## config.mk

```make
export PLATFORM = sky130hd
export DESIGN_NAME = wb_arbiter
export DESIGN_NICKNAME = d
export VERILOG_FILES = /design/src/rtl/cpu_pkg.sv /design/src/rtl/wb_fifo.sv /design/src/rtl/wb_arbiter.sv
export SDC_FILE = /design/constraint.sdc
export NUM_CORES = 1
export LEC_CHECK = 0
export ABC_CLOCK_PERIOD_IN_PS = 6240
export BUFFER_PORTS_ARGS = -buffer_cell sky130_fd_sc_hd__buf_2
export CAP_MARGIN = 20
export CORE_ASPECT_RATIO = 1.2
export CORE_MARGIN = 2
export CORE_UTILIZATION = 40
export DETAILED_ROUTE_END_ITERATION = 16
export GPL_ROUTABILITY_DRIVEN = 0
export PLACE_DENSITY = 0.67
export SKIP_LAST_GASP = 1
export SLEW_MARGIN = 20
export SYNTH_ARGS = -nofsm -noshare
export SYNTH_HDL_FRONTEND = slang
export SYNTH_SLANG_ARGS = --single-unit
```

## constraint.sdc

```tcl
create_clock -name clk -period 6.24 [get_ports clk]
set_input_delay 1.872 -clock clk [delete_from_list [all_inputs] [get_ports clk]]
set_output_delay 1.872 -clock clk [all_outputs]
set_load 0.03 [all_outputs]
```

## src/rtl/cpu_pkg.sv

```systemverilog
// Types and widths shared by writeback, regfile and decode.
// Pure declarations: no logic, no latency, no flow control.
package cpu_pkg;
  localparam int XLEN = 32;
  localparam int REGW = 5;

  typedef struct packed {
    logic [REGW-1:0] rd;
    logic [XLEN-1:0] data;
    logic            live;
  } wb_entry_t;
endpackage

```

## src/rtl/wb_fifo.sv

```systemverilog
// In-order circular buffer of writeback entries with per-entry WAW kill; state changes on the next edge.
// No internal backpressure: the owner must not push when count==DEPTH or pop when count==0.
module wb_fifo
  import cpu_pkg::*;
#(
  parameter int DEPTH = 2
) (
  input  logic                       clk,
  input  logic                       rst,
  input  logic                       push,
  input  wb_entry_t                  pushEntry,
  input  logic                       pop,
  input  logic                       killEn,
  input  logic [REGW-1:0]            killRd,
  output wb_entry_t                  head,
  output logic [$clog2(DEPTH):0]     count,
  output wb_entry_t                  entries [DEPTH]
);
  localparam int AW = $clog2(DEPTH);
  localparam int CW = AW + 1;

  wb_entry_t       mem [DEPTH];
  logic [AW-1:0]   wrPtr;
  logic [AW-1:0]   rdPtr;

  // Popped and empty slots always carry live=0, so the live bits alone
  // describe the outstanding writes without consulting the pointers.
  always_ff @(posedge clk) begin
    if (rst) begin
      for (int i = 0; i < DEPTH; i++) mem[i] <= '0;
      wrPtr <= '0;
      rdPtr <= '0;
      count <= '0;
    end else begin
      for (int i = 0; i < DEPTH; i++) begin
        if (killEn && mem[i].rd == killRd) mem[i].live <= 1'b0;
      end
      if (pop) begin
        mem[rdPtr].live <= 1'b0;
        rdPtr           <= rdPtr + 1'b1;
      end
      if (push) begin
        mem[wrPtr] <= pushEntry;
        wrPtr      <= wrPtr + 1'b1;
      end
      count <= count + CW'(push) - CW'(pop);
    end
  end

  assign head    = mem[rdPtr];
  assign entries = mem;
endmodule

```

## src/rtl/wb_arbiter.sv

```systemverilog
// Owns the regfile write port: ALU results first, then queued LSU results, then LSU cut-through; 1-cycle registered output.
// ALU is never stalled; LSU is backpressured by lsu_ready whenever the holding FIFO is full.
module wb_arbiter #(
  parameter int XLEN  = cpu_pkg::XLEN,
  parameter int REGW  = cpu_pkg::REGW,
  parameter int DEPTH = 2
) (
  input  logic            clk,
  input  logic            rst,
  input  logic            alu_valid,
  input  logic [REGW-1:0] alu_rd,
  input  logic [XLEN-1:0] alu_data,
  input  logic            lsu_valid,
  output logic            lsu_ready,
  input  logic [REGW-1:0] lsu_rd,
  input  logic [XLEN-1:0] lsu_data,
  output logic            RegWrite,
  output logic [REGW-1:0] WriteRegister,
  output logic [XLEN-1:0] WriteData,
  input  logic [REGW-1:0] QueryReg1,
  input  logic [REGW-1:0] QueryReg2,
  output logic            Pending1,
  output logic            Pending2
);
  import cpu_pkg::*;

  localparam int CW = $clog2(DEPTH) + 1;

  logic                aluEff;
  logic                lsuFire;
  logic                fifoEmpty;
  logic                push;
  logic                pop;
  logic                cutThrough;
  logic                selWe;
  logic [REGW-1:0]     selRd;
  logic [XLEN-1:0]     selData;
  wb_entry_t           pushEntry;
  wb_entry_t           head;
  logic [CW-1:0]       count;
  wb_entry_t           entries [DEPTH];

  assign aluEff    = alu_valid && (alu_rd != '0);
  // Ready looks only at the registered count, so a full FIFO stays full
  // for a cycle even if it drains that same cycle.
  assign lsu_ready = !rst && (count < CW'(DEPTH));
  assign lsuFire   = lsu_valid && lsu_ready;
  assign fifoEmpty = (count == '0);

  always_comb begin
    selWe      = 1'b0;
    selRd      = '0;
    selData    = '0;
    pop        = 1'b0;
    cutThrough = 1'b0;
    if (aluEff) begin
      selWe   = 1'b1;
      selRd   = alu_rd;
      selData = alu_data;
    end else if (!fifoEmpty) begin
      pop     = 1'b1;
      selWe   = head.live;
      selRd   = head.rd;
      selData = head.data;
    end else if (lsuFire) begin
      cutThrough = 1'b1;
      selWe      = (lsu_rd != '0);
      selRd      = lsu_rd;
      selData    = lsu_data;
    end
  end

  // A same-cycle ALU write to the same rd is younger, so the LSU entry is born dead.
  assign push           = lsuFire && !cutThrough;
  assign pushEntry.rd   = lsu_rd;
  assign pushEntry.data = lsu_data;
  assign pushEntry.live = (lsu_rd != '0) && !(aluEff && (lsu_rd == alu_rd));

  wb_fifo #(.DEPTH(DEPTH)) u_fifo (
    .clk       (clk),
    .rst       (rst),
    .push      (push),
    .pushEntry (pushEntry),
    .pop       (pop),
    .killEn    (aluEff),
    .killRd    (alu_rd),
    .head      (head),
    .count     (count),
    .entries   (entries)
  );

  always_ff @(posedge clk) begin
    if (rst) begin
      RegWrite      <= 1'b0;
      WriteRegister <= '0;
      WriteData     <= '0;
    end else begin
      RegWrite <= selWe;
      if (selWe) begin
        WriteRegister <= selRd;
        WriteData     <= selData;
      end
    end
  end

  always_comb begin
    Pending1 = 1'b0;
    Pending2 = 1'b0;
    for (int i = 0; i < DEPTH; i++) begin
      if (entries[i].live && entries[i].rd == QueryReg1 && QueryReg1 != '0) Pending1 = 1'b1;
      if (entries[i].live && entries[i].rd == QueryReg2 && QueryReg2 != '0) Pending2 = 1'b1;
    end
  end
endmodule

```

# Yosys cells after proc, flatten, opt, wreduce, memory -nomap -nowiden
# Cells that the tools add are included.
# word_totals
register_bits	118
input_bits	88
out_inout_bits	41
# classes
n_addsub	4
magnitude_cmp	5
n_eq_ne	7
mux	34
bitwise_logic	2
reduce_logical	26
# op_table
cell	count
two-way mux 76 bit	3
bitwise mux 76 bit	2
two-way mux 38 bit	4
two-way mux 32 bit	3
demux 38 bit (select 1 bit)	2
equality test 5 bit	7
nonzero test 5 bit	4
logical AND 1 bit	18
two-way mux 1 bit	17
two-way mux 5 bit	3
greater-or-equal comparator 2 bit, second input constant	2
< comparator 2 x 1 -> 1 bit, second input constant	2
NOT 1 -> 2 bit	2
logical NOT 1 bit	3
adder 1 bit, second input constant	2
adder 2 x 1 -> 2 bit	1
logical NOT 2 bit	1
< comparator 2 bit, second input constant	1
subtractor 2 x 1 -> 2 bit	1

# Depth between registers and ports, before layout
# depth
word_depth	10
depth_mapped	12

# Cells and area by module
# A second synthesis with hierarchy kept.
# hier_totals
cells_unflattened	635
hier_area_um2	5705.5
# modules_own_cells
mod	instances	cells_per_inst	area_per_inst_um2	seq_area_each_um2
wb_fifo	1	407	3378.2	1601.5
wb_arbiter	1	228	2327.2	760.7

# Worst setup path after synthesis
# Ideal clock, no wire load.
# synth_timing
path_kind	input to output
start	input QueryReg1[0]
end	output Pending1
arrival_ps	2874
required_ps	4368
slack_ps	1494
path_stages	4
path_buffers	0
cell_sequence	xor2_1 -> nor4_1 -> nand3_1 -> a21oi_1
# synth_between
elab_chain_cells	5
# synth_lines
element	line_no	rtl
start, declared	wb_arbiter.sv:20	input logic [REGW-1:0] QueryReg1,
equality test 5 bit	wb_arbiter.sv:110	if (entries[i].live && entries[i].rd == QueryReg1 && QueryReg1 != '0) Pending1 = 1'b1;
logical AND 1 bit (2 in a row)	wb_arbiter.sv:110	
two-way mux 1 bit	wb_arbiter.sv:110	
two-way mux 1 bit (*)	wb_arbiter.sv:110	
end, declared	wb_arbiter.sv:22	output logic Pending1,
# Every way passes the cells marked *; elsewhere a longest branch is shown, timed or not.

# Final worst setup path
# Same ends and word-level chain as after synthesis.

==> results.md <==
* Pleak at approximately 2.8 nW
* Post-Syn Area at roughly 0.0062 mm2
* Die height at 141 um
* Worst slack, placed at 1450 ps
* Routed WL at ~17 mm
* Htree depth at 4
* Area growth syn-to-layout at 19.0%
* Met1 Use GR at between 20% and 30%
* Share of layout cells above drive strength 1 at between 20 and 25%
* Crit path max-delay cell type: nor4_1
* Commonest non-fill, non-tap cells in the layout: 185 x nand2_1, 128 x buf_2, 117 x dfxtp_1
* CP Class: in -> out
* Drt first pass iters at 4
* Slowest Stage Delay on Critical Path at 360 ps
* Min-delay worst type: reg -> reg
* Vias in the first global route at roughly 5,500
* Post-synth top area share at 37.9%
* # DRC at 0
* Layer with the highest usage: met2
* CTS tree: yes
* CP startpoint kind: input pin
* CP cell instances: buf_2 -> xor2_1 -> nor4_1 -> nand3_1 -> a21oi_1 -> buf_2
* First-pass GRT wire length at 27.6 mm
* Fillers at around 1,600
* Total CTS buffers at 17
* Routed Antenna Nets at 0
* Nets@finish at between 900 and 1,000
* Top_reg_cell synth: dfxtp_1
* CP top delay family: simple AND/OR/NAND/NOR gates
* Gr ovfl total at 0
* Placement-stage cell area at slightly below 0.007 mm2
* Final setup vio count at 0
* Vias/cell at between 5 and 6
* #FFs+latches synth at 118
* Pwr Density at between 300 and 400 mW/mm2
* Clk_lat worst skew at about 410 ps
* Minimum clock period at ~4800 ps
* DP HPWL at about 11 mm
* Clk_skew at 16.6 ps
* Worst-Margin Slew at 968 ps
* Status: finished clean
* I/O pin count at around 130
* Via Count at around 5,500
* Initial antenna violation count at 0
* Die Wd at around 120 um
* Worst setup EP type: primary output
* Clock slew seen by the registers of the worst setup and hold paths at approximately 50 ps
* Core Util, Final at between 40% and 50%
* Bufs on Longest Clock Path at 2
* Final WS setup at 1410 ps
* Largest cells by area after synthesis: dfxtp_1 38%, mux2i_1 12%, nand2_1 11%, a21oi_1 6.4%, o2bb2ai_1 5.2%
* Most common cell after layout, fill and taps aside: nand2_1
* Crit-path max FO at 3
* Max Transition Viols Final at 0
* Yosys warnings at 0
* CTS Hold Bufs at 0
* RSZ-0062 raised after global routing: no
* Worst slew margin at roughly 35%
* Post-synth top area cell: dfxtp_1
* DR WL/cell at 16.1 um
* Core Rows at 50
* Met3 Use GR at ~5.6%
* Setup Fix Bufs, Post-CTS at 0
* Distinct cell type count after synthesis at 42
* Max-cap violations at 0
* Seq/Total Area, Yosys at a little under two fifths
* Core area at about 0.015 mm2
* Initial core utilization at between 40% and 50%
* Die area at 0.0166 mm2
* Post-synthesis async set-or-reset flop share at 0%
* Post-CTS Resized at 0
* Synthesized Nets at 833
* Tot GR Track Use at around a fifth
* Post-route clock period utilization at 77.4%
* CP arrival at roughly 3000 ps
* Worst Path Required at ~4400 ps
* EDFF count, synth at 0
* Top cell by count, worst path: buf_2
* Post-Syn Area per Cell at about 8.4 um2
* Final Hold Viols at 0
* Final instance area at 0.00741 mm2
* Root buffer cell: clkbuf_16
* Port Buf Inserts at between 100 and 150
* Fin Setup TNS at 0 ps
* Clk sinks at about 120
* DRT iter0 DRCs at between 200 and 250
* Syn Inst Count at between 700 and 800
* WP buf/inv at 2
* GRT met2 Usage at between 30% and 40%
* Max VDD drop at ~0.15 mV
* Total power at approximately 0.0024 W
* Max Fclk at 207 MHz
* Largest net degree at the start of global routing at 50
==> final cells by class <==
| cell class | instances | area, um2 | share of cell area [%] |
|---|---|---|---|
| Multi-Input combinational cell | 543 | 3510 | 47.3 |
| Clock inverter | 10 | 57.6 | 0.776 |
| Antenna cell | 1 | 2.50 | 0.0338 |
| Timing Repair Buffer | 142 | 746 | 10.1 |
| Inverter | 6 | 22.5 | 0.304 |
| Tap cell | 208 | 260 | 3.51 |
| Sequential cell | 118 | 2360 | 31.9 |
| Clock buffer | 22 | 454 | 6.13 |
==> routing by layer <==
metal	wire length (um)	up-vias
met1	7230	2565
li1	-	2768
met2	8470	130
met4	256	0
met3	909	16
met5	0	-
==> path summary, 6_finish.rpt <==
| check | startpoint | to | slack, ps | cells after the start |
|---|---|---|---|---|
| worst min-delay path | u_fifo.entries[40] | u_fifo.entries[40] | 450 | 2 |
| worst max-delay path | QueryReg1[0] | Pending1 | 1410 | 6 |
| worst max register to register | u_fifo.count[1] | u_fifo.entries[0] | 3680 | 5 |
| worst min register to register | u_fifo.entries[40] | u_fifo.entries[40] | 450 | 2 |
==> worst min-delay path, cell delays in order (launching register included) <==
cell     delay (ps)
dfxtp_1         300
nand2_1          50
a21oi_1          50
==> cells in the mapped netlist (2+ instances only) <==
cell	instances
xor2_1	21
nor3_1	3
a22oi_1	2
o32ai_1	2
mux2i_1	73
or3_1	3
nor2_1	8
inv_1	6
o21a_1	3
buf_6	3
dfxtp_1	118
buf_2	12
clkbuf_1	47
nor4_1	7
xnor2_1	16
o41ai_1	2
o221ai_1	35
nand2_1	185
buf_4	6
nor3b_1	2
nand2b_1	35
buf_12	3
a2111oi_4	2
a21oi_1	80
or4_1	3
o2bb2ai_1	37
ha_1	2
buf_1	5
nand3_1	9
==> registers in the layout, summed over array words and instances, names as in the netlist <==
register and cells:
WriteData 32, u_fifo.count 2, u_fifo.wrPtr 1, u_fifo.rdPtr 1, WriteRegister 5, u_fifo.entries 76, RegWrite 1
==> power breakdown <==
part / leakage (nW) / internal, W / switching [W] / total, W
clock: 0.249 / 0.000511 / 0.000334 / 0.000845
combinational: 1.54 / 0.000241 / 0.000424 / 0.000664
sequential: 0.962 / 0.000824 / 0.0000703 / 0.000894
==> cells by family (layout without fill, tap and decap cells) <==
group | Yosys count | in the layout | share of synthesized area (%)
AO/OA/AOI/OAI | 169 | 169 | 19.4
XOR/XNOR | 37 | 37 | 5.20
adder cells (fa/ha/maj) | 2 | 2 | 0.402
buffers and inverters | 82 | 180 | 6.69
flip-flops | 118 | 118 | 37.9
multiplexers | 73 | 73 | 11.7
other | 0 | 1 | 0
AND/OR/NAND/NOR | 262 | 262 | 18.7
==> per-stage QoR <==
| stage | hold slack, ps | std cells |
|---|---|---|
| after floorplan | 436 | 743 |
| after global placement | 442 | 1017 |
| after detailed placement | 446 | 1017 |
| after CTS | 453 | 1049 |
| after global routing | 464 | 1049 |
| final | 452 | 1050 |
(Power assumes the default switching activity.)
